--- config.mk ---
export PLATFORM = sky130hd
export DESIGN_NAME = mem_fwd_history_unit
export DESIGN_NICKNAME = d
export VERILOG_FILES = /design/src/rtl/mem_fwd_history_unit_pkg.sv /design/src/rtl/mem_fwd_history_unit_fwd_priority_select.sv /design/src/rtl/mem_fwd_history_unit.sv
export SDC_FILE = /design/constraint.sdc
export NUM_CORES = 1
export LEC_CHECK = 0
export CAP_MARGIN = 5
export CORE_UTILIZATION = 55
export CTS_BUF_LIST = sky130_fd_sc_hd__clkbuf_8 sky130_fd_sc_hd__clkbuf_16
export DETAILED_ROUTE_END_ITERATION = 10
export PLACE_DENSITY = 0.84
export SYNTH_ARGS = -nofsm -noshare
export SYNTH_HDL_FRONTEND = slang
export SYNTH_SLANG_ARGS = --single-unit
--- constraint.sdc ---
create_clock -name CLK -period 5.7 [get_ports CLK]
set_input_delay 1.14 -clock CLK [delete_from_list [all_inputs] [get_ports CLK]]
set_output_delay 1.14 -clock CLK [all_outputs]
set_load 0.005 [all_outputs]
--- src/rtl/mem_fwd_history_unit_pkg.sv ---
// Shared CPU definitions for the MEM-stage store-data forwarding unit:
// default widths, the history-entry record layout and an index-width helper.
package mem_fwd_history_unit_pkg;

    localparam int unsigned CPU_ADDR_W = 5;
    localparam int unsigned CPU_DATA_W = 32;

    // Reference layout of one retired-writer history entry at default widths
    typedef struct packed {
        logic                  valid;
        logic [CPU_ADDR_W-1:0] addr;
        logic [CPU_DATA_W-1:0] data;
    } hist_entry_t;

    function automatic int unsigned src_idx_w(input int unsigned depth);
        return (depth < 1) ? 1 : $clog2(depth + 1);
    endfunction

endpackage

--- src/rtl/mem_fwd_history_unit_fwd_priority_select.sv ---
// Youngest-first (lowest index wins) match encoder over N forwarding sources,
// returning hit flag, winning source index and its data.
module fwd_priority_select
    import mem_fwd_history_unit_pkg::*;
#(
    parameter int unsigned N      = 3,
    parameter int unsigned ADDR_W = CPU_ADDR_W,
    parameter int unsigned DATA_W = CPU_DATA_W,
    parameter int unsigned IDX_W  = 2
) (
    input  logic                       en,
    input  logic [ADDR_W-1:0]          key,
    input  logic [N-1:0]               src_valid,
    input  logic [N-1:0][ADDR_W-1:0]   src_addr,
    input  logic [N-1:0][DATA_W-1:0]   src_data,
    output logic                       hit,
    output logic [IDX_W-1:0]           idx,
    output logic [DATA_W-1:0]          data
);

    logic [N-1:0] match;

    always_comb begin
        for (int unsigned i = 0; i < N; i++) begin
            match[i] = en && src_valid[i] && (src_addr[i] == key);
        end
    end

    // First set bit from index 0 upward wins; no match leaves zeros on idx/data
    always_comb begin
        hit  = 1'b0;
        idx  = '0;
        data = '0;
        for (int unsigned i = 0; i < N; i++) begin
            if (match[i] && !hit) begin
                hit  = 1'b1;
                idx  = IDX_W'(i);
                data = src_data[i];
            end
        end
    end

endmodule

--- src/rtl/mem_fwd_history_unit.sv ---
// MEM-stage store-data forwarding from the live WB stage and a DEPTH-entry
// retired-writer shift history, with a saturating forward-event counter.
module mem_fwd_history_unit
    import mem_fwd_history_unit_pkg::*;
#(
    parameter  int unsigned ADDR_W = CPU_ADDR_W,
    parameter  int unsigned DATA_W = CPU_DATA_W,
    parameter  int unsigned DEPTH  = 2,
    parameter  int unsigned CNT_W  = 16,
    localparam int unsigned SRC_W  = src_idx_w(DEPTH)
) (
    input  logic              CLK,
    input  logic              RESET,
    input  logic              STALL,
    input  logic              MEM_DATA_MEM_WRITE,
    input  logic [ADDR_W-1:0] MEM_ADDR,
    input  logic              WB_REG_WRITE,
    input  logic [ADDR_W-1:0] WB_ADDR,
    input  logic [DATA_W-1:0] WB_DATA,
    output logic              MEM_FWD_SEL,
    output logic [DATA_W-1:0] MEM_FWD_DATA,
    output logic [SRC_W-1:0]  MEM_FWD_SRC,
    output logic [CNT_W-1:0]  FWD_COUNT
);

    localparam int unsigned NSRC = DEPTH + 1;

    // Same {valid, addr, data} layout as hist_entry_t, at this instance's widths
    typedef struct packed {
        logic              valid;
        logic [ADDR_W-1:0] addr;
        logic [DATA_W-1:0] data;
    } entry_t;

    entry_t [DEPTH:1]              hist_q;
    logic   [NSRC-1:0]             src_valid;
    logic   [NSRC-1:0][ADDR_W-1:0] src_addr;
    logic   [NSRC-1:0][DATA_W-1:0] src_data;
    logic                          fwd_en;
    logic                          fwd_hit;
    logic   [SRC_W-1:0]            fwd_idx;
    logic   [DATA_W-1:0]           fwd_data;
    logic   [CNT_W-1:0]            fwd_count_q;

    always_ff @(posedge CLK or posedge RESET) begin
        if (RESET) begin
            hist_q <= '0;
        end else if (!STALL) begin
            hist_q[1] <= '{valid: WB_REG_WRITE && (WB_ADDR != '0),
                           addr:  WB_ADDR,
                           data:  WB_DATA};
            for (int unsigned k = 2; k <= DEPTH; k++) begin
                hist_q[k] <= hist_q[k-1];
            end
        end
    end

    // Source 0 is the live WB stage; sources 1..DEPTH are history entries
    always_comb begin
        src_valid[0] = WB_REG_WRITE;
        src_addr[0]  = WB_ADDR;
        src_data[0]  = WB_DATA;
        for (int unsigned k = 1; k <= DEPTH; k++) begin
            src_valid[k] = hist_q[k].valid;
            src_addr[k]  = hist_q[k].addr;
            src_data[k]  = hist_q[k].data;
        end
    end

    // Gating with RESET keeps a live WB match from leaking out during reset
    assign fwd_en = MEM_DATA_MEM_WRITE && (MEM_ADDR != '0) && !RESET;

    fwd_priority_select #(
        .N      (NSRC),
        .ADDR_W (ADDR_W),
        .DATA_W (DATA_W),
        .IDX_W  (SRC_W)
    ) u_select (
        .en        (fwd_en),
        .key       (MEM_ADDR),
        .src_valid (src_valid),
        .src_addr  (src_addr),
        .src_data  (src_data),
        .hit       (fwd_hit),
        .idx       (fwd_idx),
        .data      (fwd_data)
    );

    always_ff @(posedge CLK or posedge RESET) begin
        if (RESET) begin
            fwd_count_q <= '0;
        end else if (!STALL && fwd_hit && (fwd_count_q != '1)) begin
            fwd_count_q <= fwd_count_q + CNT_W'(1);
        end
    end

    assign MEM_FWD_SEL  = fwd_hit;
    assign MEM_FWD_DATA = fwd_data;
    assign MEM_FWD_SRC  = fwd_idx;
    assign FWD_COUNT    = fwd_count_q;

endmodule

==> results of run 1 <==
report_power, final:
group          switching, mW  internal [mW]  total, mW  leakage, nW
Combinational         0.0723          0.111      0.183         1.19
Sequential            0.0486          0.723      0.771         1.12
Clock                  0.238          0.175      0.413       0.0951
Total                  0.359           1.01       1.37         2.40
layout by cell type, fill, tap and decap left out, drive strengths merged, types with 10 or more instances in the layout:
master and instances:
a311oi 11, clkbuf 10, nand3 32, nand2 42, clkdlybuf4s50 96, a31oi 36, dfrtp 92, buf 11
xor2 20, inv 10, mux2 75, nor2 32
final cells by class:
type,instances,area (um^2)
Sequential cell,92,2300
Multi-Input combinational cell,299,2190
Fill cell,602,2330
Timing Repair Buffer,107,1060
Clock buffer,10,138
Clock inverter,6,46.3
Tap cell,105,131
Inverter,7,27.5
synth_stat cells (all sizes together):
cell	n	area (um^2)
dfrtp	92	2300
mux2	75	845
nand2	42	158
a31oi	36	225
nand3	32	160
nor2	32	120
xor2	20	175
buf	16	101
clkbuf	16	61.3
a311oi	11	96.3
inv	7	26.3
nand4	7	50.1
xnor2	7	61.3
o21ai	6	30.0
and3	3	18.8
and4	3	26.3
o2111ai	3	32.5
or2	3	18.8
mux2i	2	20.0
nor3	2	10.0
nor4	2	18.8
or4	2	18.8
and2	1	6.26
ha	1	12.5
nand2b	1	6.26
nand3b	1	7.51
nand4b	1	8.76
nor2b	1	6.26
o21a	1	7.51
or3	1	6.26
or3b	1	8.76
or4b	1	10.0
or4bb	1	11.3
flip-flops by register name, summed over array words and instances (netlist names):
| signal | flops |
|---|---|
| FWD_COUNT | 16 |
| hist_q | 76 |
metrics by stage:
stage	setup slack (ps)	area, um^2	util, %	std cells	power, mW
2_1_floorplan	1960	4670	-	430	0.883
3_3_place_gp	618	5700	69.4	610	0.955
6_report	562	5890	71.7	626	1.37
4_1_cts	550	5890	71.7	626	1.37
3_5_place_dp	584	5700	69.4	610	0.969
5_1_grt	406	5890	71.7	626	1.43
layer usage:
layer,vias up,wire (um),global-route usage (%)
met3,11,493,4.13
met2,98,5340,44.3
met5,-,0,0
li1,1719,-,-
met1,1816,4570,33.2
met4,0,99,8.46
worst paths after layout:
path,start,end,slack [ps],depth (start not counted)
min,FWD_COUNT[9],FWD_COUNT[9],490,1
min reg2reg,FWD_COUNT[9],FWD_COUNT[9],490,1
max reg2reg,hist_q[33],FWD_COUNT[1],3430,5
max in group asynchronous,RESET,hist_q[40],3350,3
max,MEM_ADDR[1],MEM_FWD_DATA[7],560,8
min in group asynchronous,RESET,hist_q[28],1210,2
cell families (layout without fill, tap and decap cells):
family	Yosys count	after routing	synth area share [%]
AOI/OAI and AO/OA	57	57	8.39
xor gates and xnor gates	27	27	5.07
adders and majority gates	1	1	0.268
buffers and inverters	39	130	4.05
DFF	92	92	49.3
muxes	77	77	18.5
and+or+nand+nor	137	137	14.4
==> impl_metrics.ini, run 1 <==
[floorplanning]
fp.dieW_um = 94.1
coreArea_mm2 = 0.00822
start_util_pct = 56.8
fp.dieArea_mm2 = 0.00886
row_count = 33
die_h_um = 94.1
boundaryPins = 98

[global_route]
grt_max_degree = 92
grt-ovfl-total = 0
antenna_found_initial = 0
grt_pass1_vias = 3775
grtUsageTotal_pct = 25.8
grt_pass1_wl_um = 17800

[clock_network]
cts_tree = built
post_cts.repair.setup_buffers = 0
hold_buffers = 0
cts_max_level = 3
clk_path_buf_depth = 2
cts_sinks = 92
worst_skew_pair.late_latency_ps = 360
root_buffer = clkbuf_8
clk_pin_slew_ps = 80
cts.repair.resized = 0
cts_made_buffers = 9

[synth]
netlist_instances = 430
synth_seq_cells = 92
synth_nets = 478
ys_types = 42
synth_area_mm2 = 0.00467
yosysWarnings = 0
yosysSeqAreaShare_pct = 49.3
avgSynthCellArea_um2 = 10.9

[finish]
fin_nets = 564
area_growth_pct = 26.2
diodes = 0
drive_above_1_share_pct = 21.1

[hold_path]
min_path_type = reg2reg

[power_and_ir_drop]
cellPowerDensity_mw_per_mm2 = 232
power_leakage_nw = 2.40
max-vdd-ir-drop_mv = 0.131

[critical_path]
cp_slowest_stage_delay_ps = 580
cp_data_required_time_ps = 4560
start_kind = primary input
cp-end-kind = output port
cp_num_buf_inv = 3
path_cells = clkdlybuf4s50_1 > or4_4 > o2111ai_2 > or2_2 > buf_12 > nand3_1 > a31oi_1 > clkdlybuf4s50_1
crit_fanout = 24
crit_path_frequent_cell = clkdlybuf4s50_1
arrival_ps = 4000
criticalPathCategory = in2out
critPathSlowestCell = or4_4
crit_family = buffers and inverters

[place]
io_buffers = 97
gp_congestion = 0.793
hpwl_um = 7140

[routing]
routedWlPerCell_um = 16.8
postRouteAntennaNets = 0
avgViaCountPerCell = 5.82
drt_iter0_drc = 158
drc = 0
finalWirelength_um = 10500
vias = 3644
drt_first_pass_iters = 4

[timing]
setup_tns_ps = 0
clock.fmax_ghz = 0.195
worst_pin_slew_ps = 1070
rsz0062_at_grt = false
min_period_ps = 5140
hold_ws_ps = 493
finalHoldViolCount = 0
clock_skew_ps = 12.2
slew_viol_final = 0
finalSetupViolCount = 0
max_slew_margin_pct = 28.7
finalCritPeriodShare_pct = 90.1

[status]
status = finished clean

[run]
drv_cap = 0
Note: power is estimated with default switching activity, not from simulation.
==> run 2, diff against run 1 <==
--- a/config.mk
+++ b/config.mk
@@ -5,11 +5,11 @@
 export SDC_FILE = /design/constraint.sdc
 export NUM_CORES = 1
 export LEC_CHECK = 0
-export CAP_MARGIN = 5
-export CORE_UTILIZATION = 55
+export CORE_UTILIZATION = 57
 export CTS_BUF_LIST = sky130_fd_sc_hd__clkbuf_8 sky130_fd_sc_hd__clkbuf_16
 export DETAILED_ROUTE_END_ITERATION = 10
-export PLACE_DENSITY = 0.84
+export PLACE_DENSITY = 0.85
 export SYNTH_ARGS = -nofsm -noshare
 export SYNTH_HDL_FRONTEND = slang
+export SYNTH_HIERARCHICAL = 1
 export SYNTH_SLANG_ARGS = --single-unit
==> run 2 against run 1 <==
Synthesized cell count grew 8.4%; sequential share of layout area shrank 3.3 points; wire length rose by 28%; critical path depth decreased by 1; setup slack worse by 240 ps; fmax fell by 4.5%; power grew 16%; count of clock-buffer cells in the layout fell by 1; via count is 20% higher; global-route usage increased by 3.5 points; non-clock buffer count is 4 higher; final cell count grew 4.8%; highest routed layer unchanged.
==> impl_metrics.ini, run 2 <==
[status]
status = finished clean

[power_and_ir_drop]
pwr-share-seq_pct = 48.9
power_leakage_nw = 2.47
sw_frac_of_total_pct = 27.1
switchingPower_uw = 428
power_frac_clock_pct = 32.4
intPower_mw = 1.15
cellPowerDensity_mw_per_mm2 = 246
power_frac_comb_pct = 18.7
max-vdd-ir-drop_mv = 0.160

[synth]
avgSynthCellArea_um2 = 11.1
yosysWarnings = 6
ys.flop_type = dfrtp_1
synth_nets = 514
ys_types = 49
synth-edff-count = 0
synth_most_common_cell = dfrtp_1
yosys-top-cells-area = dfrtp_1, mux2_2, nor3b_1
synth_top_area_share_pct = 44.3
ys_async_sr_fraction_pct = 100
synth_seq_cells = 92
ys_top_cells_by_count = dfrtp_1, mux2_2, nand4_1, nor3b_1, nor3_1
yosysSeqAreaShare_pct = 44.3
netlist_instances = 466
synth_area_mm2 = 0.00519
synth.largest_area_cell = dfrtp_1

[routing]
drc = 0
drt_iter0_drc = 355
vias = 4378
postRouteAntennaNets = 0
finalWirelength_um = 13500
routedWlPerCell_um = 20.5
drt_first_pass_iters = 5
avgViaCountPerCell = 6.67

[critical_path]
cp-end-kind = output port
reg2reg_slack_ps = 2510
arrival_ps = 4240
crit_fanout = 34
start_kind = primary input
r2r_end = FWD_COUNT[14]
r2r-start = hist_q[32]
reg2reg_depth = 7
cp_data_required_time_ps = 4560
criticalPathCategory = in2out

[finish]
area_growth_pct = 23.9
postLayoutCoreUtil_pct = 73.4
largest-register = hist_q
diodes = 0
final_cell_mix = clkdlybuf4s50_1, dfrtp_1, mux2_2, nand4_1, nor3b_1
drive_above_1_share_pct = 21.4
fin_nets = 592
largest_reg_flops = 76
mostFrequentLayoutCell = clkdlybuf4s50_1

[clock_network]
post_cts.repair.setup_buffers = 0
clk_path_buf_depth = 2
cts_tree = built
hold_buffers = 0
root_buffer = clkbuf_8
worst_skew_pair.late_latency_ps = 360
cts.repair.resized = 0
cts_made_buffers = 9
cts_sinks = 92
clk_pin_slew_ps = 80
cts_max_level = 3

[timing]
slew_viol_final = 0
finalSetupViolCount = 0
min_period_ps = 5380
finalHoldViolCount = 0
rsz0062_at_grt = false
clock_skew_ps = 7.29
finalCritPeriodShare_pct = 94.4
worst_pin_slew_ps = 1040
setup_tns_ps = 0
hold_ws_ps = 506
max_slew_margin_pct = 30.6
clock.fmax_ghz = 0.186

[global_route]
antenna_found_initial = 0
grt_max_degree = 79
grtUsageTotal_pct = 29.3
use_met2_pct = 45.2
grt-ovfl-total = 0
met3_usage_pct = 4.75
top_usage_layer = met2
grt_pass1_vias = 4329
grt_use_met1_pct = 41.7
grt_pass1_wl_um = 22300

[floorplanning]
row_count = 34
coreArea_mm2 = 0.00876
fp.dieArea_mm2 = 0.00949
boundaryPins = 98
fp.dieW_um = 97.4
start_util_pct = 59.2
die_h_um = 97.4

[place]
gp_congestion = 0.837
hpwl_um = 8750
io_buffers = 97

[hold_path]
min_from = hist_q[49]
min_path_cells = 1
min_path_type = reg2reg
hold_end = hist_q[49]

[run]
drv_cap = 0
## run 2: worst max-delay path: stages
cell and delay (ps):
clkdlybuf4s50_1 570, xnor2_4 890, nand2_1 480, buf_12 300, o211a_1 220, o22a_1 180, clkdlybuf4s50_1 440
## run 2: power by group through the flow
stage          Clock (mW)  Sequential (mW)  Combinational [mW]
2_1_floorplan           0            0.767               0.192
3_3_place_gp            0            0.776               0.280
3_5_place_dp            0            0.784               0.290
4_1_cts             0.518            0.772               0.292
5_1_grt             0.545            0.781               0.318
6_report            0.513            0.773               0.295
## run 2: stage by stage
step / area (um^2) / instances / total power [mW] / worst slack [ps]
3_3_place_gp: 6200 / 641 / 1.06 / 495
5_1_grt: 6430 / 656 / 1.64 / 235
2_1_floorplan: 5190 / 466 / 0.959 / 66.7
6_report: 6430 / 656 / 1.58 / 318
3_5_place_dp: 6200 / 641 / 1.07 / 441
4_1_cts: 6430 / 656 / 1.58 / 409
## run 2: cell families after synthesis
| kind of cell | count (synthesis) | synth area share, % |
|---|---|---|
| buffers and inverters | 45 | 4.68 |
| AOI/OAI and AO/OA | 82 | 11.8 |
| DFF | 92 | 44.3 |
| adders and majority gates | 1 | 0.241 |
| muxes | 78 | 17.0 |
| and+or+nand+nor | 143 | 17.5 |
| xor gates and xnor gates | 25 | 4.36 |
## run 2: final cells by class
type                            count  area, um^2
Tap cell                          108         135
Clock inverter                      6         106
Timing Repair Buffer              111        1090
Multi-Input combinational cell    329        2670
Clock buffer                        9         124
Fill cell                         611        2330
Sequential cell                    92        2300
Inverter                            1        5.00
## run 2: how the worst max path moves through the flow
| stage | from | endpoint |
|---|---|---|
| floorplan | RESET | MEM_FWD_DATA[10] |
| global placement | MEM_ADDR[0] | MEM_FWD_DATA[31] |
| detailed placement | MEM_ADDR[0] | MEM_FWD_DATA[18] |
| CTS | MEM_ADDR[0] | MEM_FWD_DATA[18] |
| global route | MEM_ADDR[0] | MEM_FWD_DATA[18] |
| finish | MEM_ADDR[0] | MEM_FWD_DATA[18] |
## run 2: layer usage
metal,part of all wire [%],up-vias
li1,-,1935
met2,48,237
met1,42,2179
met4,2.1,0
met3,7.7,27
met5,0,-
==> run 3, diff against run 2 <==
--- a/config.mk
+++ b/config.mk
@@ -8,7 +8,7 @@
 export CORE_UTILIZATION = 57
 export CTS_BUF_LIST = sky130_fd_sc_hd__clkbuf_8 sky130_fd_sc_hd__clkbuf_16
 export DETAILED_ROUTE_END_ITERATION = 10
-export PLACE_DENSITY = 0.85
+export PLACE_DENSITY = 0.95
 export SYNTH_ARGS = -nofsm -noshare
 export SYNTH_HDL_FRONTEND = slang
 export SYNTH_HIERARCHICAL = 1
==> run 3 against run 2 <==
Sequential share of layout area is 0.16 points higher; core utilization is 0.33 points lower; non-clock buffer count did not move; first-iteration DRC count grew 21%; critical path type unchanged; critical path depth grew 1.
==> impl_metrics.ini, run 3 (same netlist as run 2, synthesis figures left out) <==
[critical_path]
path_cells = clkdlybuf4s50_1 > or3_1 > o311a_1 > nand3_1 > or2_1 > buf_12 > nor2b_1 > clkdlybuf4s50_1
criticalPathCategory = in2out
start_kind = primary input
cp_data_required_time_ps = 4560
arrival_ps = 4040
cp_num_buf_inv = 3
crit_fanout = 26
critPathSlowestCell = clkdlybuf4s50_1
crit_family = buffers and inverters
crit_path_frequent_cell = clkdlybuf4s50_1
r2r-start = hist_q[32]
cp-end-kind = output port
cp_slowest_stage_delay_ps = 570
cp-startpoint = MEM_ADDR[0]

[power_and_ir_drop]
power_leakage_nw = 2.44
cellPowerDensity_mw_per_mm2 = 237
max-vdd-ir-drop_mv = 0.134
total_power_mw = 1.52

[finish]
n_fill_cell = 575
area_growth_pct = 23.3
final_cells = 657
fin_nets = 592
largest-register = hist_q
drive_above_1_share_pct = 21.7
final_cell_mix = clkdlybuf4s50_1, dfrtp_1, mux2_2, nand4_1, nor3b_1
diodes = 0
mostFrequentLayoutCell = clkdlybuf4s50_1
largest_reg_flops = 76

[hold_path]
min_from = hist_q[48]
min_path_type = reg2reg

[routing]
postRouteAntennaNets = 0
drc = 0
drt_first_pass_iters = 6
finalWirelength_um = 13800
vias = 4411
drt_iter0_drc = 428
routedWlPerCell_um = 21.0
avgViaCountPerCell = 6.71

[clock_network]
cts_tree = built
cts_made_buffers = 9
cts.repair.resized = 0
post_cts.repair.setup_buffers = 0
root_buffer = clkbuf_8
cts_sinks = 92
clk_pin_slew_ps = 100
worst_skew_pair.late_latency_ps = 380
cts_max_level = 3
hold_buffers = 0
clk_path_buf_depth = 2

[floorplanning]
die_h_um = 97.4
fp.dieArea_mm2 = 0.00949
boundaryPins = 98
start_util_pct = 59.2
coreArea_mm2 = 0.00876
fp.dieW_um = 97.4
row_count = 34

[timing]
clock_skew_ps = 10.9
finalHoldViolCount = 0
worst_pin_slew_ps = 1040
min_period_ps = 5180
setup_tns_ps = 0
rsz0062_at_grt = false
finalSetupViolCount = 0
slew_viol_final = 0
clock.fmax_ghz = 0.193
max_slew_margin_pct = 30.5
finalCritPeriodShare_pct = 90.9

[place]
dp.cells = 641
io_buffers = 97
hpwl_um = 8750
gp_congestion = 0.855

[global_route]
antenna_found_initial = 0
grtUsageTotal_pct = 30.1
grt_max_degree = 79
grt-ovfl-total = 0
grt_pass1_wl_um = 22700
grt_pass1_vias = 4485

[run]
drv_cap = 0

[status]
status = finished clean
==> run 3: final cells by class <==
cell class                      instances  area (um^2)  area share [%]
Clock buffer                            9          124            1.93
Clock inverter                          7         67.6            1.06
Inverter                                1         5.00          0.0782
Multi-Input combinational cell        329         2670            41.7
Sequential cell                        92         2300            36.0
Tap cell                              108          135            2.11
Timing Repair Buffer                  111         1100            17.1
==> run 3: power by group <==
part,internal (mW),leakage [nW],total [mW],switching [mW]
logic,0.142,1.23,0.295,0.152
registers,0.723,1.11,0.774,0.0510
clock network,0.201,0.0968,0.448,0.246
total,1.07,2.44,1.52,0.450
==> run 3: metal layers <==
layer  vias up  part of all wire (%)  routed length [um]  global-route usage (%)
li1       1938                     -                   -                       -
met1      2195                    40                5540                    39.6
met2       245                    49                6810                    49.6
met3        33                   8.2                1130                    5.18
met4         0                   2.3                 318                    12.2
met5         -                     0                   0                       0
==> run 3: path summary, 6_finish.rpt <==
| path | endpoint | slack, ps | cells past startpoint |
|---|---|---|---|
| setup / recovery | MEM_FWD_SRC[0] | 520 | 8 |
| hold / removal | hist_q[48] | 510 | 1 |
| setup reg to reg | FWD_COUNT[14] | 2610 | 7 |
| hold reg to reg | hist_q[48] | 510 | 1 |
| max in group asynchronous | hist_q[9] | 3350 | 4 |
| min in group asynchronous | FWD_COUNT[6] | 1250 | 3 |
==> run 3: per-stage QoR <==
stage / hold WS, ps / cell area (um^2) / worst slack, ps / utilization (%)
after global routing: 521 / 6400 / 410 / 73.1
after floorplan: 463 / 5190 / 66.7 / -
after CTS: 509 / 6400 / 568 / 73.1
final: 507 / 6400 / 519 / 73.1
after global placement: 478 / 6210 / 661 / 70.9
after detailed placement: 487 / 6210 / 601 / 70.9
